$ cat config.mk
export PLATFORM = sky130hd
export DESIGN_NAME = alu_arb_sched_4b
export DESIGN_NICKNAME = d
export VERILOG_FILES = /design/src/rtl/alu_arb_sched_4b.sv
export SDC_FILE = /design/constraint.sdc
export NUM_CORES = 1
export LEC_CHECK = 0
export ABC_AREA = 1
export CELL_PAD_IN_SITES_DETAIL_PLACEMENT = 1
export CELL_PAD_IN_SITES_GLOBAL_PLACEMENT = 1
export CORE_MARGIN = 4
export CORE_UTILIZATION = 28
export CTS_BUF_LIST = sky130_fd_sc_hd__clkbuf_4
export CTS_CLUSTER_DIAMETER = 80
export DETAILED_ROUTE_END_ITERATION = 6
export PLACE_DENSITY = 0.83
export SYNTH_ARGS = -nofsm -noshare
export SYNTH_HDL_FRONTEND = slang
export SYNTH_SLANG_ARGS = --single-unit
$ cat constraint.sdc
create_clock -name clk -period 1.3 [get_ports clk]
set_input_delay 0.13 -clock clk [delete_from_list [all_inputs] [get_ports clk]]
set_output_delay 0.13 -clock clk [all_outputs]
set_load 0.005 [all_outputs]
$ cat src/rtl/alu_arb_sched_4b.sv
// -----------------------------------------------------------------------------
// alu_arb_sched_4b
//
// Two-requester round-robin front end for a shared 4-bit ALU whose output
// stage is a one-cycle register outside this block. One operation is in
// flight at a time: IDLE -> EXEC -> CAPT -> RESP -> IDLE.
//
// Ports
//   clk, reset_n                 clock, asynchronous active-low reset
//   req{0,1}_valid/_ready        request handshake (ready only in IDLE)
//   req{0,1}_a/_b/_op            operands and opcode of each requester
//   alu_a, alu_b, alu_op         latched operands/opcode driven to the ALU
//   alu_f, alu_cout              registered ALU result and carry
//   rsp_valid/rsp_ready          response handshake
//   rsp_id, rsp_f, rsp_cout      owner, captured result and carry
//   busy                         high whenever not IDLE
//   op_count                     completed responses, saturating at 8'hFF
// -----------------------------------------------------------------------------
module alu_arb_sched_4b #(
   parameter int unsigned FIRST_REQ = 0,
   parameter int unsigned OPW       = 3
) (
   input  logic           clk,
   input  logic           reset_n,
   input  logic           req0_valid,
   output logic           req0_ready,
   input  logic [3:0]     req0_a,
   input  logic [3:0]     req0_b,
   input  logic [OPW-1:0] req0_op,
   input  logic           req1_valid,
   output logic           req1_ready,
   input  logic [3:0]     req1_a,
   input  logic [3:0]     req1_b,
   input  logic [OPW-1:0] req1_op,
   output logic [3:0]     alu_a,
   output logic [3:0]     alu_b,
   output logic [OPW-1:0] alu_op,
   input  logic [3:0]     alu_f,
   input  logic           alu_cout,
   output logic           rsp_valid,
   input  logic           rsp_ready,
   output logic           rsp_id,
   output logic [3:0]     rsp_f,
   output logic           rsp_cout,
   output logic           busy,
   output logic [7:0]     op_count
);

   typedef enum logic [1:0] {StIdle, StExec, StCapt, StResp} state_e;

   // The pointer holds the last winner; a contest goes to the other side, so
   // resetting it to the opposite of FIRST_REQ makes FIRST_REQ win first.
   localparam logic LastInit = (FIRST_REQ == 0) ? 1'b1 : 1'b0;

   state_e         state_q, state_d;
   logic           last_q, last_d;
   logic [3:0]     a_q, a_d;
   logic [3:0]     b_q, b_d;
   logic [OPW-1:0] op_q, op_d;
   logic           id_q, id_d;
   logic [3:0]     f_q, f_d;
   logic           cout_q, cout_d;
   logic [7:0]     cnt_q, cnt_d;

   logic any_valid;
   logic gnt_id;
   logic accept;
   logic rsp_hs;

   // Arbitration: a lone requester wins outright; a contest goes to the side
   // that did not win last time.
   always_comb begin
      any_valid = req0_valid | req1_valid;
      if (req0_valid && req1_valid) begin
         gnt_id = ~last_q;
      end else begin
         gnt_id = req1_valid;
      end
      // reset_n gates acceptance so nothing is handed off while in reset.
      accept = (state_q == StIdle) && any_valid && reset_n;
      rsp_hs = (state_q == StResp) && rsp_ready;
   end

   always_comb begin
      state_d = state_q;
      last_d  = last_q;
      a_d     = a_q;
      b_d     = b_q;
      op_d    = op_q;
      id_d    = id_q;
      f_d     = f_q;
      cout_d  = cout_q;
      cnt_d   = cnt_q;

      unique case (state_q)
         StIdle: begin
            if (accept) begin
               state_d = StExec;
               last_d  = gnt_id;
               id_d    = gnt_id;
               a_d     = gnt_id ? req1_a  : req0_a;
               b_d     = gnt_id ? req1_b  : req0_b;
               op_d    = gnt_id ? req1_op : req0_op;
            end
         end
         StExec: begin
            state_d = StCapt;
         end
         StCapt: begin
            // alu_f now holds the result registered at the end of EXEC.
            state_d = StResp;
            f_d     = alu_f;
            cout_d  = alu_cout;
         end
         StResp: begin
            if (rsp_hs) begin
               state_d = StIdle;
               if (cnt_q != 8'hFF) begin
                  cnt_d = cnt_q + 8'd1;
               end
            end
         end
         default: begin
            state_d = StIdle;
         end
      endcase
   end

   always_ff @(posedge clk or negedge reset_n) begin
      if (!reset_n) begin
         state_q <= StIdle;
         last_q  <= LastInit;
         a_q     <= '0;
         b_q     <= '0;
         op_q    <= '0;
         id_q    <= 1'b0;
         f_q     <= '0;
         cout_q  <= 1'b0;
         cnt_q   <= '0;
      end else begin
         state_q <= state_d;
         last_q  <= last_d;
         a_q     <= a_d;
         b_q     <= b_d;
         op_q    <= op_d;
         id_q    <= id_d;
         f_q     <= f_d;
         cout_q  <= cout_d;
         cnt_q   <= cnt_d;
      end
   end

   // ALU inputs come only from the latched copy, so they never follow the
   // requester buses.
   assign alu_a      = a_q;
   assign alu_b      = b_q;
   assign alu_op     = op_q;
   assign req0_ready = accept & ~gnt_id;
   assign req1_ready = accept & gnt_id;
   assign rsp_valid  = (state_q == StResp);
   assign rsp_id     = id_q;
   assign rsp_f      = f_q;
   assign rsp_cout   = cout_q;
   assign busy       = (state_q != StIdle);
   assign op_count   = cnt_q;

endmodule

Word level (Yosys, flattened, before mapping):

Cells that the tools add are included.

* flip-flop bits (word level): 28
* output and inout port bits: 29
* word-level logic and storage cells: 37

* add/subtract/negate cells: 1
* equality and inequality tests: 6
* multiplexer cells: 7
* bitwise operators: 5
* reduce and logical (&&, ||, !) cells: 9

Operators by type and width (count)
* 8-bit by 1-bit adder with 8-bit output (second input constant): 1
* 4-bit two-way mux: 2
* 8-bit != test (second input constant): 1
* 2-bit one-hot mux with 4 select lines: 1
* 2-bit == test (second input constant): 2
* 1-bit logical AND: 4
* 2-bit two-way mux: 2
* 2-bit AND reduction: 2
* 3-bit two-way mux: 1
* 3-bit AND reduction: 1
* 1-bit bitwise AND: 2
* 2-bit by 1-bit == test with 1-bit output (second input constant): 1
* 2-bit zero test: 1
* 2-bit by 1-bit != test with 1-bit output (second input constant): 1
* 2-bit != test (second input constant): 1
* 1-bit inverter: 2
* 2-bit nonzero test: 1
* 1-bit two-way mux: 1
* 1-bit OR: 1

Longest topological paths before layout:

* depth in word-level cells: 5
* mapped depth: 9

Least setup slack after synthesis:

OpenSTA, ideal clock, no wires.

* kind: register -> register
* from: register state_q[0]
* to: register a_q[0], in the netlist alu_a[0]
* setup time: 121 ps
* data arrival time: 1143 ps
* slack: 36 ps
* stages on the path, launching flop included: 9
* cells stage by stage: dfrtp_1 -> inv_1 -> ha_1 -> nand2_2 -> inv_2 -> nand2_4 -> buf_2 -> nand2_1 -> nand3_2

* longest elaborated chain between the ends: 4

RTL lines
* start: declaration: line 55 `state_e state_q, state_d;`
* start signal: assignment: line 131 `state_q <= StIdle;`
* start signal: assignment: line 141 `state_q <= state_d;`
* 2-bit zero test *: line 80, 95
* 1-bit logical AND (2 in a row): line 80 `accept = (state_q == StIdle) && any_valid && reset_n;`
* 2-bit AND reduction (no source line) *
* end signal: assignment: line 133 `a_q <= '0;`
* end signal: assignment: line 143 `a_q <= a_d;`
* end: declaration: line 57 `logic [3:0] a_q, a_d;`

Mark *: on every way between the ends. The rest lies on a longest branch, timed or not.
A chain may end at the register's enable or synchronous reset.

Worst setup path in the final report:

* from: register state_q[0]
* to: output req0_ready

* longest elaborated chain between the ends: 4

RTL lines
* 2-bit zero test: line 80
* 1-bit logical AND (2 in a row): line 80
* 1-bit bitwise AND: line 158 `assign req0_ready = accept & ~gnt_id;`
* end: declaration: line 26 `output logic req0_ready,`

No other way between the ends.

==> results.txt <==
- The flow ran to the end, but the final reports show violations.
- Failing checks: negative setup slack
* Average wire length per cell after detail routing: approximately 15 um
- Walking the worst path, the cells encountered are inv_2 > ha_4 > nand2_4 > inv_2 > nand2_4 > nor2_4 > buf_6.
- Among all stages on the critical path, the largest delay is contributed by dfrtp_1.
- The detail route stage leaves a number of antenna-violating nets equal to 0.
* Max-capacitance violation count: 0
* GR Overflow Total: 0
- CTS built an H-tree with a depth of 1.
- The via count of the first global-routing pass was about 1,700.
* Initial core utilization: 0.289
- Headroom to the max-slew limit came out at 0.743.
* Arrival time of the worst setup path: approximately 1400 ps
- The first global-routing pass estimated approximately 8000 um of wire.
* Die Outline Area: around 6500 um2
- Die span in y: between 80 and 90 um
- Vias after detailed routing: between 1,000 and 1,500
- Reg-to-Reg End: alu_op[0]$_DFFE_PN0P_
- The number of antenna violations at the first check in global routing is 0.
* FF-to-FF Start: state_q[0]$_DFFE_PN0P_
- Row count: 26
* LEAKAGE: around 1.3 nW
* Biggest cell delay along the critical path: approximately 440 ps
- Setup violations remaining at the end of the flow were counted as 24.
- CTS tree: done
- First-pass detailed-route iteration total: 4
- Final count of pins violating max slew: 0
- Routed WL: about 5000 um
- Clock transition at the register clock pins on the worst setup and hold paths after CTS: between 150 and 200 ps
- Library cell occupying the most area in the post-synthesis netlist: dfrtp_1
- Synthesis inferred 28 register bits.
- Start-to-end type of the worst setup path: register to output pin
* Worst vdd rail ir drop: roughly 0.00075 V
- Final core utilization: 0.515
- Syn Nets: ~200
* Clk Latency, worst-skew pair: 350 ps
- Cell Count, Final, Fillers Out: 334
- Dividing the final minimum period by the clock period gives 1.19.
- During placement, the flow inserted port buffers numbering 60.
- Crit start category: register
- Diodes inserted: 0
- The net count of the finished layout is between 300 and 400.
* Library cell used as clock root buffer: clkbuf_4
- Synth cell types: 23
* Synthesis warning total: 0
- Top-Level Pins: 61
- Required time worst endpoint: 1170 ps
- The share of synthesized area in the top cell type comes to 0.458.
- Entering global routing, the biggest net connects 29 pins.
* Iteration-0 DRC Markers: 17
* Hold crit path type: primary input to asynchronous set/reset pin
* Post-layout min period: about 1500 ps
- After detailed routing, the number of vias per cell comes to around 4.5.
- WP buf/inv: 3
- Before CTS, the worst setup slack after placement is -343 ps.
* Setup slack of the worst register-to-register path: -170 ps
- Post-synthesis area per instance: roughly 9 um2
- Compared with the post-synthesis result, the final layout area differs by 78.6%.
* # DRC: 0
- Post-Synthesis Cells: ~170
* Dominant delay contributor by cell family on the critical path: flip-flops
- In this run the cell area of the synthesized design comes to 1470 um2.
- Maximum net fanout on the critical path: 2
* Global-route total usage across every layer: 0.160
* Total half-perimeter wirelength after legalization and detailed placement: ~3500 um
- Final Wtd Congestion: 0.806
- Setup repair after global routing could not meet its margin everywhere.
- The die is 80.6 um wide.
* Layout cells sized above 1: 0.428
- Setup slack on the critical path of the routed design comes to -244 ps.
- Nature of the critical path endpoint: output pin
- CTS Buf Count: 3
- Register cell area after layout: between 700 and 800 um2
- In the final layout, the multi-input gates occupy 846 um2.
- Filler instances: between 500 and 600
* Slew at the pin closest to its max-slew limit: approximately 380 ps
* FF-to-FF path depth: 9
* Synth top area cells: dfrtp_1 46%, nand2_1 16%, nand3_2 7.5%
- Total power divided by cell area: roughly 1800 nW/um2
- Post-route clock skew: between 10 and 15 ps
- The share of the Yosys chip area taken by registers is 0.476.
- Number of buffers inserted by hold repair at cts: 0
* Total count of hold-check failures in the final report: 0
- TritonCTS Sinks: 28
- Longest Clk Path Bufs: 2
- Hold is met by roughly 280 ps.
- For this run, the top clock speed supported by timing is ~650 MHz.
- Core region area: slightly above 5000 um2
* Cells after DPL: around 310
how the worst max path moves through the flow:
stage                     slack, ps              endpoint                    from  depth (start not counted)
final                          -240            req0_ready  state_q[0]$_DFFE_PN0P_                          7
after global routing           -310            req0_ready  state_q[0]$_DFFE_PN0P_                          7
after CTS                      -240            req0_ready  state_q[0]$_DFFE_PN0P_                          7
after detailed placement       -340            req0_ready              req0_valid                          6
after global placement         -320            req0_ready              req0_valid                          6
after floorplan                  40  alu_a[0]$_DFFE_PN0P_  state_q[0]$_DFFE_PN0P_                          8
cells in the final DEF (no fill, tap or decap):
master	synthesis	final
nand4_1	3	3
inv_8	0	1
clkdlybuf4s15_1	0	2
buf_2	1	1
buf_6	1	8
dfrtp_1	27	27
bufinv_16	0	1
nand2_8	0	1
buf_8	1	1
nand3_1	8	7
nand2_4	1	7
nand2_2	10	22
or2_2	1	1
clkbuf_4	0	3
dlygate4sd2_1	0	19
o21ai_1	0	1
nand3_2	11	12
ha_4	0	4
clkdlybuf4s50_1	0	31
nor2_2	3	3
dfstp_2	1	1
nand2_1	64	45
nand3b_1	2	2
clkbuf_2	0	4
buf_4	1	29
inv_1	15	11
xnor2_1	1	1
nor2_4	1	4
bufbuf_16	0	1
inv_2	1	4
mux2_4	0	1
nor2_1	5	2
mux2_2	5	4
synthesized netlist by cell type, drive strengths merged:
| cell type | number |
|---|---|
| nand2 | 75 |
| dfrtp | 27 |
| nand3 | 19 |
| inv | 16 |
| nor2 | 9 |
| mux2 | 5 |
| buf | 4 |
| ha | 4 |
| nand4 | 3 |
| nand3b | 2 |
| dfstp | 1 |
| o21ai | 1 |
| or2 | 1 |
| xnor2 | 1 |
sequential cells by signal (all words and copies together), names as in the netlist:
name and count:
last_q 1, rsp_id 1, rsp_cout 1, alu_a 4, op_count 8, rsp_f 4, state_q 2, alu_op 3
alu_b 4
cell families (layout without fill, tap and decap cells):
family | count (synthesis) | in the layout | synth area share
buffers and inverters | 20 | 116 | 0.0671
AOI/OAI and AO/OA | 1 | 1 | 0.00339
and+or+nand+nor | 109 | 109 | 0.375
DFF | 28 | 28 | 0.476
muxes | 5 | 5 | 0.0382
xor gates and xnor gates | 1 | 1 | 0.00594
adders and majority gates | 4 | 4 | 0.0340
cell type report:
type	count	share of cell area
clock buffer	3	0.00856
clock inverter	1	0.0114
inverter	16	0.0257
multi-input combinational	120	0.321
sequential	28	0.267
tap	70	0.0333
timing repair buffer	96	0.333
per-layer routing:
layer	up-vias	track usage	share of wire
met4	0	0.0270	0.020
met5	-	0	0
li1	717	-	-
met2	48	0.314	0.54
met3	8	0.0561	0.071
met1	716	0.161	0.37
repair_timing:
action                                  in CTS  in global routing
pin swaps                                    9                  7
endpoints found under the setup margin      57                 33
buffers inserted                            15                  5
gates cloned                                 1                  0
resized for setup                           84                 30
report_power, final:
group	internal, mW	total, mW	switching (mW)
clock	0.312	0.604	0.292
combinational	1.49	2.62	1.13
sequential	1.23	1.43	0.199
total	3.04	4.66	1.62
per-stage QoR:
stage,TNS (ps),instance area (um2),total power [mW]
3_5_place_dp,-3400,2270,3.61
4_1_cts,-2570,2560,4.56
5_1_grt,-4290,2630,5.03
2_1_floorplan,0,1470,2.35
3_3_place_gp,-2010,2270,3.51
6_report,-2690,2630,4.66
Power figures use the tool's default switching activity.
